--- config.mk ---
export PLATFORM = sky130hd
export DESIGN_NAME = td4_pc_alu_flat
export DESIGN_NICKNAME = d
export VERILOG_FILES = /design/src/rtl/td4_pkg.sv /design/src/rtl/td4_pc_alu_if.sv /design/src/rtl/td4_pc.sv /design/src/rtl/td4_pc_alu.sv /design/src/flat_wrapper.sv
export SDC_FILE = /design/constraint.sdc
export NUM_CORES = 1
export LEC_CHECK = 0
export ABC_AREA = 0
export BUFFER_PORTS_ARGS = -buffer_cell sky130_fd_sc_hd__buf_4
export CORE_AREA = 2 2 39 41
export DETAILED_ROUTE_END_ITERATION = 6
export DIE_AREA = 0 0 41 43
export PLACE_DENSITY = 0.76
export SLEW_MARGIN = 25
export SYNTH_ARGS = -nofsm -noshare
export SYNTH_HDL_FRONTEND = slang
export SYNTH_SLANG_ARGS = --single-unit
--- constraint.sdc ---
create_clock -name clk -period 2.8 [get_ports clk]
set_input_delay 0.56 -clock clk [delete_from_list [all_inputs] [get_ports clk]]
set_output_delay 0.56 -clock clk [all_outputs]
set_load 0.05 [all_outputs]
--- src/rtl/td4_pkg.sv ---
// Shared definitions for the TD4 execution core: default width and operand selector codes.
package td4_pkg;

    localparam int WIDTH = 4;

    // Operand selector codes, index = {sel_b, sel_a}
    typedef enum logic [1:0] {
        SEL_A    = 2'd0,
        SEL_B    = 2'd1,
        SEL_IN   = 2'd2,
        SEL_ZERO = 2'd3
    } sel_e;

    function automatic sel_e sel_code(input logic sel_b, input logic sel_a);
        return sel_e'({sel_b, sel_a});
    endfunction

endpackage

--- src/rtl/td4_pc_alu_if.sv ---
// Bus between the TD4 control/register top level and the execution core.
interface td4_pc_alu_if #(
    parameter int WIDTH = td4_pkg::WIDTH
);

    logic [WIDTH-1:0] reg_a;
    logic [WIDTH-1:0] reg_b;
    logic [WIDTH-1:0] in_port;
    logic             sel_a;
    logic             sel_b;
    logic [WIDTH-1:0] im;
    logic             pc_load;
    logic [WIDTH-1:0] alu_out;
    logic             alu_co;
    logic [WIDTH-1:0] pc;

    // Master is the CPU top level (decode + registers); slave is the execution core.
    modport master (
        output reg_a, reg_b, in_port, sel_a, sel_b, im, pc_load,
        input  alu_out, alu_co, pc
    );

    modport slave (
        input  reg_a, reg_b, in_port, sel_a, sel_b, im, pc_load,
        output alu_out, alu_co, pc
    );

endinterface

--- src/rtl/td4_pc.sv ---
// TD4 program counter: loadable up-counter with asynchronous active-high reset.
module td4_pc #(
    parameter int WIDTH = td4_pkg::WIDTH
) (
    input  logic             clk,
    input  logic             reset,
    input  logic             load_i,
    input  logic [WIDTH-1:0] load_val_i,
    output logic [WIDTH-1:0] pc_o
);

    logic [WIDTH-1:0] pc_q;
    logic [WIDTH-1:0] pc_d;

    // Jump load wins over increment; increment wraps naturally at 2^WIDTH.
    always_comb begin
        pc_d = pc_q + WIDTH'(1);
        if (load_i) begin
            pc_d = load_val_i;
        end
    end

    always_ff @(posedge clk or posedge reset) begin
        if (reset) begin
            pc_q <= '0;
        end else begin
            pc_q <= pc_d;
        end
    end

    assign pc_o = pc_q;

endmodule

--- src/rtl/td4_pc_alu.sv ---
// TD4 execution core: operand selector and adder (combinational) plus the program counter.
module td4_pc_alu
    import td4_pkg::*;
#(
    parameter int WIDTH = td4_pkg::WIDTH
) (
    input  logic            clk,
    input  logic            reset,
    td4_pc_alu_if.slave     bus
);

    logic [WIDTH-1:0] sel_out;
    logic [WIDTH:0]   sum;

    always_comb begin
        sel_out = '0;
        unique case (sel_code(bus.sel_b, bus.sel_a))
            SEL_A:    sel_out = bus.reg_a;
            SEL_B:    sel_out = bus.reg_b;
            SEL_IN:   sel_out = bus.in_port;
            SEL_ZERO: sel_out = '0;
            default:  sel_out = '0;
        endcase
    end

    // One extra bit so the carry out falls out of the same add; no carry-in exists.
    assign sum         = {1'b0, sel_out} + {1'b0, bus.im};
    assign bus.alu_out = sum[WIDTH-1:0];
    assign bus.alu_co  = sum[WIDTH];

    td4_pc #(
        .WIDTH (WIDTH)
    ) u_pc (
        .clk        (clk),
        .reset      (reset),
        .load_i     (bus.pc_load),
        .load_val_i (sum[WIDTH-1:0]),
        .pc_o       (bus.pc)
    );

endmodule

--- src/flat_wrapper.sv ---
// flat-port wrapper written by rule: the top's interface ports become plain ports
module td4_pc_alu_flat import td4_pkg::*;
#(
    parameter int WIDTH = td4_pkg::WIDTH
)
  (clk, reset, bus_reg_a, bus_reg_b, bus_in_port, bus_sel_a, bus_sel_b, bus_im, bus_pc_load, bus_alu_out, bus_alu_co, bus_pc);
  td4_pc_alu_if #(.WIDTH(WIDTH)) bus_i ();
  input  logic clk;
  input  logic reset;
  input wire logic [$bits(bus_i.reg_a)-1:0] bus_reg_a;
  input wire logic [$bits(bus_i.reg_b)-1:0] bus_reg_b;
  input wire logic [$bits(bus_i.in_port)-1:0] bus_in_port;
  input wire logic [$bits(bus_i.sel_a)-1:0] bus_sel_a;
  input wire logic [$bits(bus_i.sel_b)-1:0] bus_sel_b;
  input wire logic [$bits(bus_i.im)-1:0] bus_im;
  input wire logic [$bits(bus_i.pc_load)-1:0] bus_pc_load;
  output wire logic [$bits(bus_i.alu_out)-1:0] bus_alu_out;
  output wire logic [$bits(bus_i.alu_co)-1:0] bus_alu_co;
  output wire logic [$bits(bus_i.pc)-1:0] bus_pc;
  assign bus_i.reg_a = bus_reg_a;
  assign bus_i.reg_b = bus_reg_b;
  assign bus_i.in_port = bus_in_port;
  assign bus_i.sel_a = bus_sel_a;
  assign bus_i.sel_b = bus_sel_b;
  assign bus_i.im = bus_im;
  assign bus_i.pc_load = bus_pc_load;
  assign bus_alu_out = bus_i.alu_out;
  assign bus_alu_co = bus_i.alu_co;
  assign bus_pc = bus_i.pc;
  td4_pc_alu #(.WIDTH(WIDTH)) u_core (.clk(clk), .reset(reset), .bus(bus_i));
endmodule
# [Word-level counts from Yosys, hierarchy flattened]
# Index checks and enable logic that the tools add are counted.
[op_classes] addsub=2 muxes=2 n_eq_ne=3 n_reduce_logical=1
[ops] cell="4-bit one-hot mux with 4 select lines" n=1
[ops] cell="4-bit by 4-bit adder with 5-bit output" n=1
[ops] cell="4-bit by 1-bit adder with 4-bit output, second input constant" n=1
[ops] cell="2-bit equality test, second input constant" n=2
[ops] cell="4-bit 2-to-1 mux" n=1
[ops] cell="2-bit by 1-bit equality test with 1-bit output, second input constant" n=1
[ops] cell="2-bit zero test" n=1
[totals] out_inout_bits=9 wordCells=9 ff_bits=4

# [Longest topological paths before layout]
# Gate-level depths: netlist of run 1.
[logic_depth] ltp_word=4 mapped_depth=9

# [By module]
# Synthesis of run 1 repeated with hierarchy kept, for this count alone.
[hier_totals] hier_cells=43 area_unflattened_um2=405.4
[modules_own_cells] mod="td4_pc_alu" area_per_inst_um2=229.0 cells_each=27 instances=1
[modules_own_cells] mod="td4_pc" area_per_inst_um2=176.4 cells_each=16 instances=1

# [Least setup slack after synthesis of run 1]
# Ideal clock, no wire load.
[synth_path] kind="input to output" startpoint="input bus_sel_a" endpoint="output bus_alu_out[2]" stages=6 t_arrival_ns=2.392 path_buffers=1 path_slack_ns=-0.152 path_cell_list="buf_2 -> mux2i_1 -> o21ai_0 -> ha_1 -> fa_1 -> xor2_1"
[synth_via] elab_chain_cells=3 word_cells_on_any_way=6 cone_classes="add/sub: 1; eq/ne: 3; mux: 1; reduce/logical: 1"
[synth_lines] element="start: declaration" line_no="flat_wrapper.sv:13" source="input wire logic [$bits(bus_i.sel_a)-1:0] bus_sel_a;"
[synth_lines] element="2-bit equality test, or another cell as far along" line_no="td4_pc_alu.sv:17" source="unique case (sel_code(bus.sel_b, bus.sel_a))"
[synth_lines] element="4-bit one-hot mux with 4 select lines (*)" line_no="td4_pc_alu.sv:17"
[synth_lines] element="4-bit by 4-bit adder with 5-bit output (*)" line_no="td4_pc_alu.sv:27" source="assign sum = {1'b0, sel_out} + {1'b0, bus.im};"
[synth_lines] element="end: declaration" line_no="flat_wrapper.sv:17" source="output wire logic [$bits(bus_i.alu_out)-1:0] bus_alu_out;"
# Every way passes the cells marked *; elsewhere a longest branch is shown, timed or not.

# [Final worst setup path of run 1]
[layout_path] startpoint="input bus_sel_b" endpoint="output bus_alu_co"
[layout_via] elab_chain_cells=3 word_cells_on_any_way=6 cone_classes="add/sub: 1; eq/ne: 3; mux: 1; reduce/logical: 1"
[layout_lines] element="start: declaration" line_no="flat_wrapper.sv:14" source="input wire logic [$bits(bus_i.sel_b)-1:0] bus_sel_b;"
[layout_lines] element="2-bit equality test, or another cell as far along" line_no="td4_pc_alu.sv:17"
[layout_lines] element="4-bit one-hot mux with 4 select lines (*)" line_no="td4_pc_alu.sv:17"
[layout_lines] element="4-bit by 4-bit adder with 5-bit output (*)" line_no="td4_pc_alu.sv:27"
[layout_lines] element="end: declaration" line_no="flat_wrapper.sv:18" source="output wire logic [$bits(bus_i.alu_co)-1:0] bus_alu_co;"
# Marks and branches as above.

==> results_dict.tcl, run 1 <==
set metrics [dict create \
    clockBufferDepth 2 \
    required_ns 2.24 \
    area_delta_synth_final_pct 63.5 \
    dieArea_sq_um 1760 \
    grt_max_degree 9 \
    via_count 437 \
    synth_top_cell_by_area "dfrtp_1" \
    vdd_drop_max_v 0.000173 \
    ys_ff_latch 4 \
    yosysMostFrequentCell "nand2_1" \
    finalSetupViolCount 0 \
    boundaryPins 30 \
    grt_pass1_vias 431 \
    start_util_pct 30.2 \
    synth_area_leaders "dfrtp_1 (24%), ha_1 (18%), mux2i_1 (9.6%)" \
    maxSlewHeadroom_pct 75.7 \
    top_layer "met3" \
    cts.sinks 4 \
    tightest_slew_ns 0.361 \
    worst_setup_path_end_kind "output pin" \
    p_seq_share_pct 20.8 \
    power_density_nw_per_um2 632 \
    gp_congestion 0.705 \
    post-route-period-util_pct 95.6 \
    cts_made_buffers 3 \
    grt_setup_unrepaired "no" \
    cts_root_buf "clkbuf_4" \
    wl_met1_microns 309 \
    pwr-share-comb_pct 62.9 \
    first_pass_iters 2 \
    cp_max_fo 5 \
    antenna_found_initial 0 \
    ant_nets 0 \
    grt_pass1_wl_microns 1500 \
    critPathLaunchType "input port" \
    final_max_slew_viol_count 0 \
    met3_length_microns 104 \
    fin_setup_tns_ns 0 \
    final_nets 106 \
    die_h_microns 43 \
    diodes 0 \
    placed_area_sq_um 658 \
    syn_inst 45 \
    drc 0 \
    status "finished clean" \
    first_iter_violations 1 \
    cts_max_level 1 \
    fin_area_sq_um 683 \
    core-area_sq_um 1380 \
    synth_top_cell_area_share_pct 24.0 \
    maxCapViolCount 0 \
    hp-class "input port to asynchronous set/reset pin" \
    num_rows 14 \
    cp.arrival_ns 2.12 \
    switching_share_pct 48.1 \
    cts_tree "done" \
    synth_area_sq_um 418 \
    io_buffers 29 \
    vias_per_cell 4.75 \
    fp.dieW_microns 41 \
    fmax_mhz 374 \
    period_needed_ns 2.68 \
    power_switching_uw 208 \
    finish.utilization_pct 49.4 \
    total_power_uw 432 \
    finalClockSkew_ns 0.00218 \
    intPower_uw 224 \
    wirelength_microns 973 \
    hold_viol_final 0 \
    ys_types 18 \
    clk_pin_slew_worst_paths_ns 0.04 \
    ys_seq_area_share_pct 24.0 \
    wire_per_inst_microns 10.6 \
    gr-total-overflow 0 \
    synth_edf_count 0 \
    cts-resized-gates 0 \
    synth_common_cells "nand2_1 (7), ha_1 (6), o21ai_0 (6), dfrtp_1 (4), mux2i_1 (4)" \
    clk_latency_ns 0.23 \
    fill_cells 148 \
    cts_hold_buf 0 \
    wl_met2_microns 559 \
    yosys_warnings 0 \
    synthArstFlopShare_pct 100 \
    clkPwrFrac_pct 16.3 \
    largest_reg_flops 4 \
    grt_use_total_pct 12.5 \
    synth_flop_cell "dfrtp_1" \
    post_cts_buffers 0 \
    p_leak_uw 0.000367 \
    worstSetupPathType "input port to output pin" \
    avgSynthCellArea_sq_um 9.29 \
    syn_nets 73 \
    drive_above_1_share_pct 47.4 \
]
==> critical path, stage by stage <==
cell,delay [ns]
buf_4,0.12
nor2b_1,0.15
nand2_1,0.07
o21ai_0,0.09
ha_1,0.23
fa_2,0.37
a21o_1,0.18
a21o_1,0.16
buf_4,0.18
==> area by class of cell <==
cell class / instances / area (sq um) / area share (%)
multi-input combinational: 38 / 315 / 46.2
timing repair buffer: 29 / 218 / 31.9
sequential: 4 / 100 / 14.7
inverter: 2 / 7.51 / 1.10
clock buffer: 3 / 22.5 / 3.30
tap: 16 / 20.0 / 2.93
==> per-stage QoR <==
| step | hold slack (ns) | std cells | setup WS [ns] |
|---|---|---|---|
| 2_1_floorplan | 0.326 | 45 | -0.152 |
| 3_3_place_gp | 0.454 | 89 | 0.0876 |
| 3_5_place_dp | 0.464 | 89 | 0.0534 |
| 4_1_cts | 0.208 | 92 | 0.0500 |
| 5_1_grt | 0.214 | 92 | 0.0328 |
| 6_report | 0.215 | 92 | 0.124 |
==> routing by layer <==
layer	track usage, %	up-vias
li1	-	220
met1	10.9	193
met2	22.8	24
met3	4.71	0
met4	6.00	0
met5	0	-
==> layout by cell type, fill, tap and decap left out <==
cell / instances
xnor2_1: 1
o21ai_0: 6
nor2b_1: 1
inv_1: 2
mux2_2: 1
a21oi_1: 1
a221oi_2: 1
xor2_1: 2
xor2_2: 1
clkbuf_4: 3
and2_1: 1
a21o_1: 2
nand3_1: 2
fa_2: 1
dfrtp_1: 4
nand2_1: 7
and4b_1: 1
mux2i_1: 4
ha_1: 6
buf_4: 29
==> final timing paths <==
check,from,to,slack (ns),cells after the start
worst max register to register,u_core.u_pc.pc_o[0],u_core.u_pc.pc_o[1],1.71,2
min in group clk,u_core.u_pc.pc_o[0],u_core.u_pc.pc_o[0],0.53,1
worst min-delay path,reset,u_core.u_pc.pc_o[0],0.22,2
worst min register to register,u_core.u_pc.pc_o[0],u_core.u_pc.pc_o[0],0.53,1
max in group asynchronous,reset,u_core.u_pc.pc_o[3],2.43,2
worst max-delay path,bus_sel_b,bus_alu_co,0.12,9
==> power by group through the flow <==
stage / Clock [uW] / Combinational [uW] / Sequential, uW
2_1_floorplan: 0 / 128 / 150
3_3_place_gp: 0 / 269 / 89.3
3_5_place_dp: 0 / 271 / 91.0
4_1_cts: 76.3 / 275 / 90.3
5_1_grt: 77.3 / 294 / 92.7
6_report: 70.5 / 272 / 89.8
==> cell families after synthesis <==
logic type      share of synthesized area [%]
flops                                    24.0
fa+ha+maj                                22.8
xor+xnor                                 8.38
buf+inv                                  2.99
mux                                      12.3
compound gates                           15.6
simple gates                             14.1
Note: power is estimated with default switching activity, not from simulation.
==> run 2: changes to the inputs <==
SKIP_LAST_GASP = 1   (was not set)
clock period = 3.2 ns   (was 2.8 ns; I/O delays follow)
==> results_dict.tcl, run 2 (synthesized netlist as in run 1, its figures left out) <==
set metrics [dict create \
    status "finished clean" \
    drc 0 \
    total_power_uw 376 \
    p_leak_uw 0.000368 \
    max_stage_delay_ns 0.43 \
    grt_pass1_vias 437 \
    drive_above_1_share_pct 44.7 \
    cp.arrival_ns 2.24 \
    cts_tree "done" \
    cts_root_buf "clkbuf_4" \
    ant_nets 0 \
    grt_max_degree 9 \
    post-route-period-util_pct 90.1 \
    die_h_microns 43 \
    worstSetupPathType "input port to output pin" \
    post_cts_buffers 0 \
    fill_cells 138 \
    cp_max_fo 5 \
    grt_pass1_wl_microns 1590 \
    boundaryPins 30 \
    hpwl_microns 903 \
    area_delta_synth_final_pct 61.1 \
    first_pass_iters 2 \
    wirelength_microns 1010 \
    hp-class "input port to asynchronous set/reset pin" \
    diodes 0 \
    regToRegStartpoint "u_core.u_pc.pc_o[0]" \
    gp_congestion 0.713 \
    crit_path_top_delay_cell "fa_1" \
    critPathLaunchType "input port" \
    cts_max_level 1 \
    dieArea_sq_um 1760 \
    cp_cell_sequence "buf_4, nor2b_1, nand2_1, o21ai_0, ha_1, fa_1, a21o_1, a21o_1, buf_4" \
    fp.dieW_microns 41 \
    start_util_pct 30.2 \
    clk_pin_slew_worst_paths_ns 0.04 \
    antenna_found_initial 0 \
    power_density_nw_per_um2 559 \
    grt_setup_unrepaired "no" \
    finalClockSkew_ns 0.00350 \
    fmax_mhz 347 \
    maxSlewHeadroom_pct 78.3 \
    fin_setup_tns_ns 0 \
    cts_hold_buf 0 \
    largest_reg_flops 4 \
    maxCapViolCount 0 \
    cts-resized-gates 0 \
    crit_start "bus_sel_b" \
    clk_latency_ns 0.23 \
    period_needed_ns 2.88 \
    tightest_slew_ns 0.322 \
    mostFrequentLayoutCell "buf_4" \
    cts.sinks 4 \
    first_iter_violations 1 \
    grt_use_total_pct 13.6 \
    core-area_sq_um 1380 \
    io_buffers 29 \
    required_ns 2.56 \
    worst_setup_path_end_kind "output pin" \
    cts_made_buffers 3 \
    vdd_drop_max_v 0.000171 \
    num_rows 14 \
    vias_per_cell 4.73 \
    final_max_slew_viol_count 0 \
    finalSetupViolCount 0 \
    final_nets 106 \
    hold_viol_final 0 \
    clockBufferDepth 2 \
    wire_per_inst_microns 11.0 \
    via_count 435 \
    final_cell_mix "buf_4 (29), nand2_1 (7), o21ai_0 (6), ha_1 (6)" \
    gr-total-overflow 0 \
]
## run 2: path summary, 6_finish.rpt
kind / slack [ns] / endpoint / cells after the start
min in group clk: 0.52 / u_core.u_pc.pc_o[0] / 1
setup / recovery: 0.32 / bus_alu_co / 9
hold / removal: 0.29 / u_core.u_pc.pc_o[3] / 2
setup reg to reg: 2.13 / u_core.u_pc.pc_o[1] / 2
hold reg to reg: 0.52 / u_core.u_pc.pc_o[0] / 1
max in group asynchronous: 2.76 / u_core.u_pc.pc_o[0] / 2
## run 2: metrics by stage
stage	instances	hold WS (ns)	instance area (sq um)	worst slack [ns]	util (%)
floorplan	45	0.406	418	0.0883	-
global placement	89	0.506	651	0.317	47.0
CTS	92	0.286	673	0.304	48.6
global route	92	0.303	673	0.251	48.6
detailed placement	89	0.519	651	0.307	47.0
finish	92	0.289	673	0.317	48.6
## run 2: area by class of cell
class                      count  area, sq um  share of cell area, %
multi-input combinational     38          305                   45.4
sequential                     4          100                   14.9
timing repair buffer          29          218                   32.3
clock buffer                   3         22.5                   3.35
inverter                       2         7.51                   1.12
tap                           16         20.0                   2.97
## run 2: critical path, delay by kind of cell
kind | cells | cell delay [ns]
AO/OA/AOI/OAI | 3 | 0.44
adder cells (fa/ha/maj) | 2 | 0.65
buffers and inverters | 2 | 0.30
AND/OR/NAND/NOR | 2 | 0.21
## run 2: metal layers
layer,GRT usage (%),routed length (microns),up-vias
met5,0,0,-
met4,10.0,0,0
met3,1.57,104,0
met2,24.1,548,24
met1,12.9,359,190
li1,-,-,221
## run 2: power by group
part | switching (uW) | total [uW] | internal [uW]
Sequential | 12.2 | 78.1 | 65.9
Clock | 20.0 | 61.9 | 41.9
Combinational | 149 | 237 | 87.5
==> run 3: changes to the inputs <==
--- a/config.mk
+++ b/config.mk
@@ -12,3 +12,3 @@
 export DIE_AREA = 0 0 41 43
-export PLACE_DENSITY = 0.76
+export PLACE_DENSITY = 0.79
 export SKIP_LAST_GASP = 1
==> constraint.sdc (replaced) <==
create_clock -name clk -period 2.3 [get_ports clk]
set_input_delay 0.345 -clock clk [delete_from_list [all_inputs] [get_ports clk]]
set_output_delay 0.345 -clock clk [all_outputs]
set_load 0.05 [all_outputs]
==> results_dict.tcl, run 3 (synthesized netlist as in run 1, its figures left out) <==
set metrics [dict create \
    final_max_slew_viol_count 0 \
    drive_above_1_share_pct 52.6 \
    finalClockSkew_ns 0.00291 \
    cts-resized-gates 0 \
    max_stage_delay_ns 0.36 \
    wire_per_inst_microns 10.6 \
    clockBufferDepth 2 \
    grt_setup_unrepaired "no" \
    worst_setup_path_end_kind "output pin" \
    grt_max_degree 9 \
    worstSetupPathType "input port to output pin" \
    final_cell_mix "buf_4 (31), nand2_1 (7), ha_1 (5)" \
    fin_setup_tns_ns 0 \
    grt_pass1_wl_microns 1720 \
    core-area_sq_um 1380 \
    post_cts_buffers 0 \
    cp_max_fo 5 \
    io_buffers 29 \
    intPower_uw 278 \
    maxCapViolCount 0 \
    largest_reg_flops 4 \
    power_switching_uw 251 \
    antenna_found_initial 0 \
    required_ns 1.96 \
    drc 0 \
    p_leak_uw 0.000378 \
    fp.dieW_microns 41 \
    via_count 450 \
    maxSlewHeadroom_pct 78.3 \
    start_util_pct 30.2 \
    clkPwrFrac_pct 15.9 \
    vias_per_cell 4.79 \
    critPathLaunchType "input port" \
    area_delta_synth_final_pct 70.1 \
    cts_hold_buf 0 \
    vdd_drop_max_v 0.000199 \
    gr-total-overflow 0 \
    pwr-share-comb_pct 63.7 \
    mostFrequentLayoutCell "buf_4" \
    status "finished clean" \
    grt_pass1_vias 485 \
    cts.sinks 4 \
    fmax_mhz 457 \
    num_rows 14 \
    gp_congestion 0.610 \
    total_power_uw 529 \
    cts_root_buf "clkbuf_4" \
    ant_nets 0 \
    hpwl_microns 895 \
    clk_pin_slew_worst_paths_ns 0.04 \
    clk_latency_ns 0.23 \
    crit_path_top_delay_cell "fa_2" \
    final_nets 108 \
    dieArea_sq_um 1760 \
    grt_use_total_pct 14.1 \
    first_iter_violations 2 \
    wirelength_microns 996 \
    die_h_microns 43 \
    cts_made_buffers 3 \
    power_density_nw_per_um2 745 \
    cts_max_level 1 \
    first_pass_iters 4 \
    tightest_slew_ns 0.322 \
    hold_viol_final 0 \
    cp.arrival_ns 1.85 \
    boundaryPins 30 \
    post-route-period-util_pct 95.2 \
    period_needed_ns 2.19 \
    cts_tree "done" \
    switching_share_pct 47.5 \
    p_seq_share_pct 20.4 \
    finalSetupViolCount 0 \
    hp-class "input port to asynchronous set/reset pin" \
    diodes 0 \
    cp_cell_sequence "buf_4, mux2i_1, o21ai_1, ha_2, fa_2, a21o_1, a21o_1, buf_4" \
]
[run 3: cell types whose count changed in the layout (fill, tap and decap cells not counted), moves of 2 or more]
cell     before  now
buf_4        29   31
o21ai_1       0    2
xor2_1        3    1
xor2_2        0    2
o21ai_0       6    4
[run 3: worst max-delay path: cells and delay by family]
kind,cells,cell delay [ns]
buf+inv,2,0.31
compound gates,3,0.43
fa+ha+maj,2,0.56
mux,1,0.19
[run 3: area by class of cell]
cell class,instances,area (sq um)
Inverter,2,7.51
Tap cell,16,20.0
Clock buffer,3,22.5
Multi-Input combinational cell,38,328
Timing Repair Buffer,31,233
Sequential cell,4,100
Fill cell,141,673
[run 3: layer usage]
metal | share of wire [%] | global-route usage, % | vias up
met3 | 11 | 4.19 | 0
li1 | - | - | 223
met5 | 0 | 0 | -
met4 | 0 | 6.00 | 0
met2 | 57 | 25.9 | 21
met1 | 32 | 12.9 | 206
[run 3: worst paths after layout]
kind / start / to / slack (ns) / depth (start not counted)
setup / recovery: bus_sel_a / bus_alu_co / 0.11 / 8
hold / removal: reset / u_core.u_pc.pc_o[3] / 0.0008 / 2
setup reg to reg: u_core.u_pc.pc_o[0] / u_core.u_pc.pc_o[1] / 1.24 / 2
hold reg to reg: u_core.u_pc.pc_o[0] / u_core.u_pc.pc_o[0] / 0.51 / 1
max in group asynchronous: reset / u_core.u_pc.pc_o[0] / 2.15 / 2
min in group clk: bus_pc_load / u_core.u_pc.pc_o[0] / 0.37 / 2
[run 3: stage by stage]
| stage | cells | hold slack (ns) | util, % | worst slack, ns | cell area [sq um] |
|---|---|---|---|---|---|
| floorplan | 45 | 0.111 | - | 0.0230 | 433 |
| global placement | 91 | 0.239 | 49.2 | 0.0340 | 681 |
| detailed placement | 91 | 0.246 | 49.2 | 0.00399 | 681 |
| CTS | 94 | 0.00158 | 50.8 | 0.00379 | 703 |
| global route | 94 | 0.0000195 | 51.4 | 0.0217 | 711 |
| finish | 94 | 0.000792 | 51.4 | 0.109 | 711 |
[run 3: power by group through the flow]
stage / sequential (uW) / combinational [uW] / clock, uW
5_1_grt: 112 / 364 / 95.6
2_1_floorplan: 182 / 159 / 0
3_3_place_gp: 108 / 333 / 0
6_report: 108 / 337 / 84.1
3_5_place_dp: 110 / 336 / 0
4_1_cts: 109 / 339 / 86.5
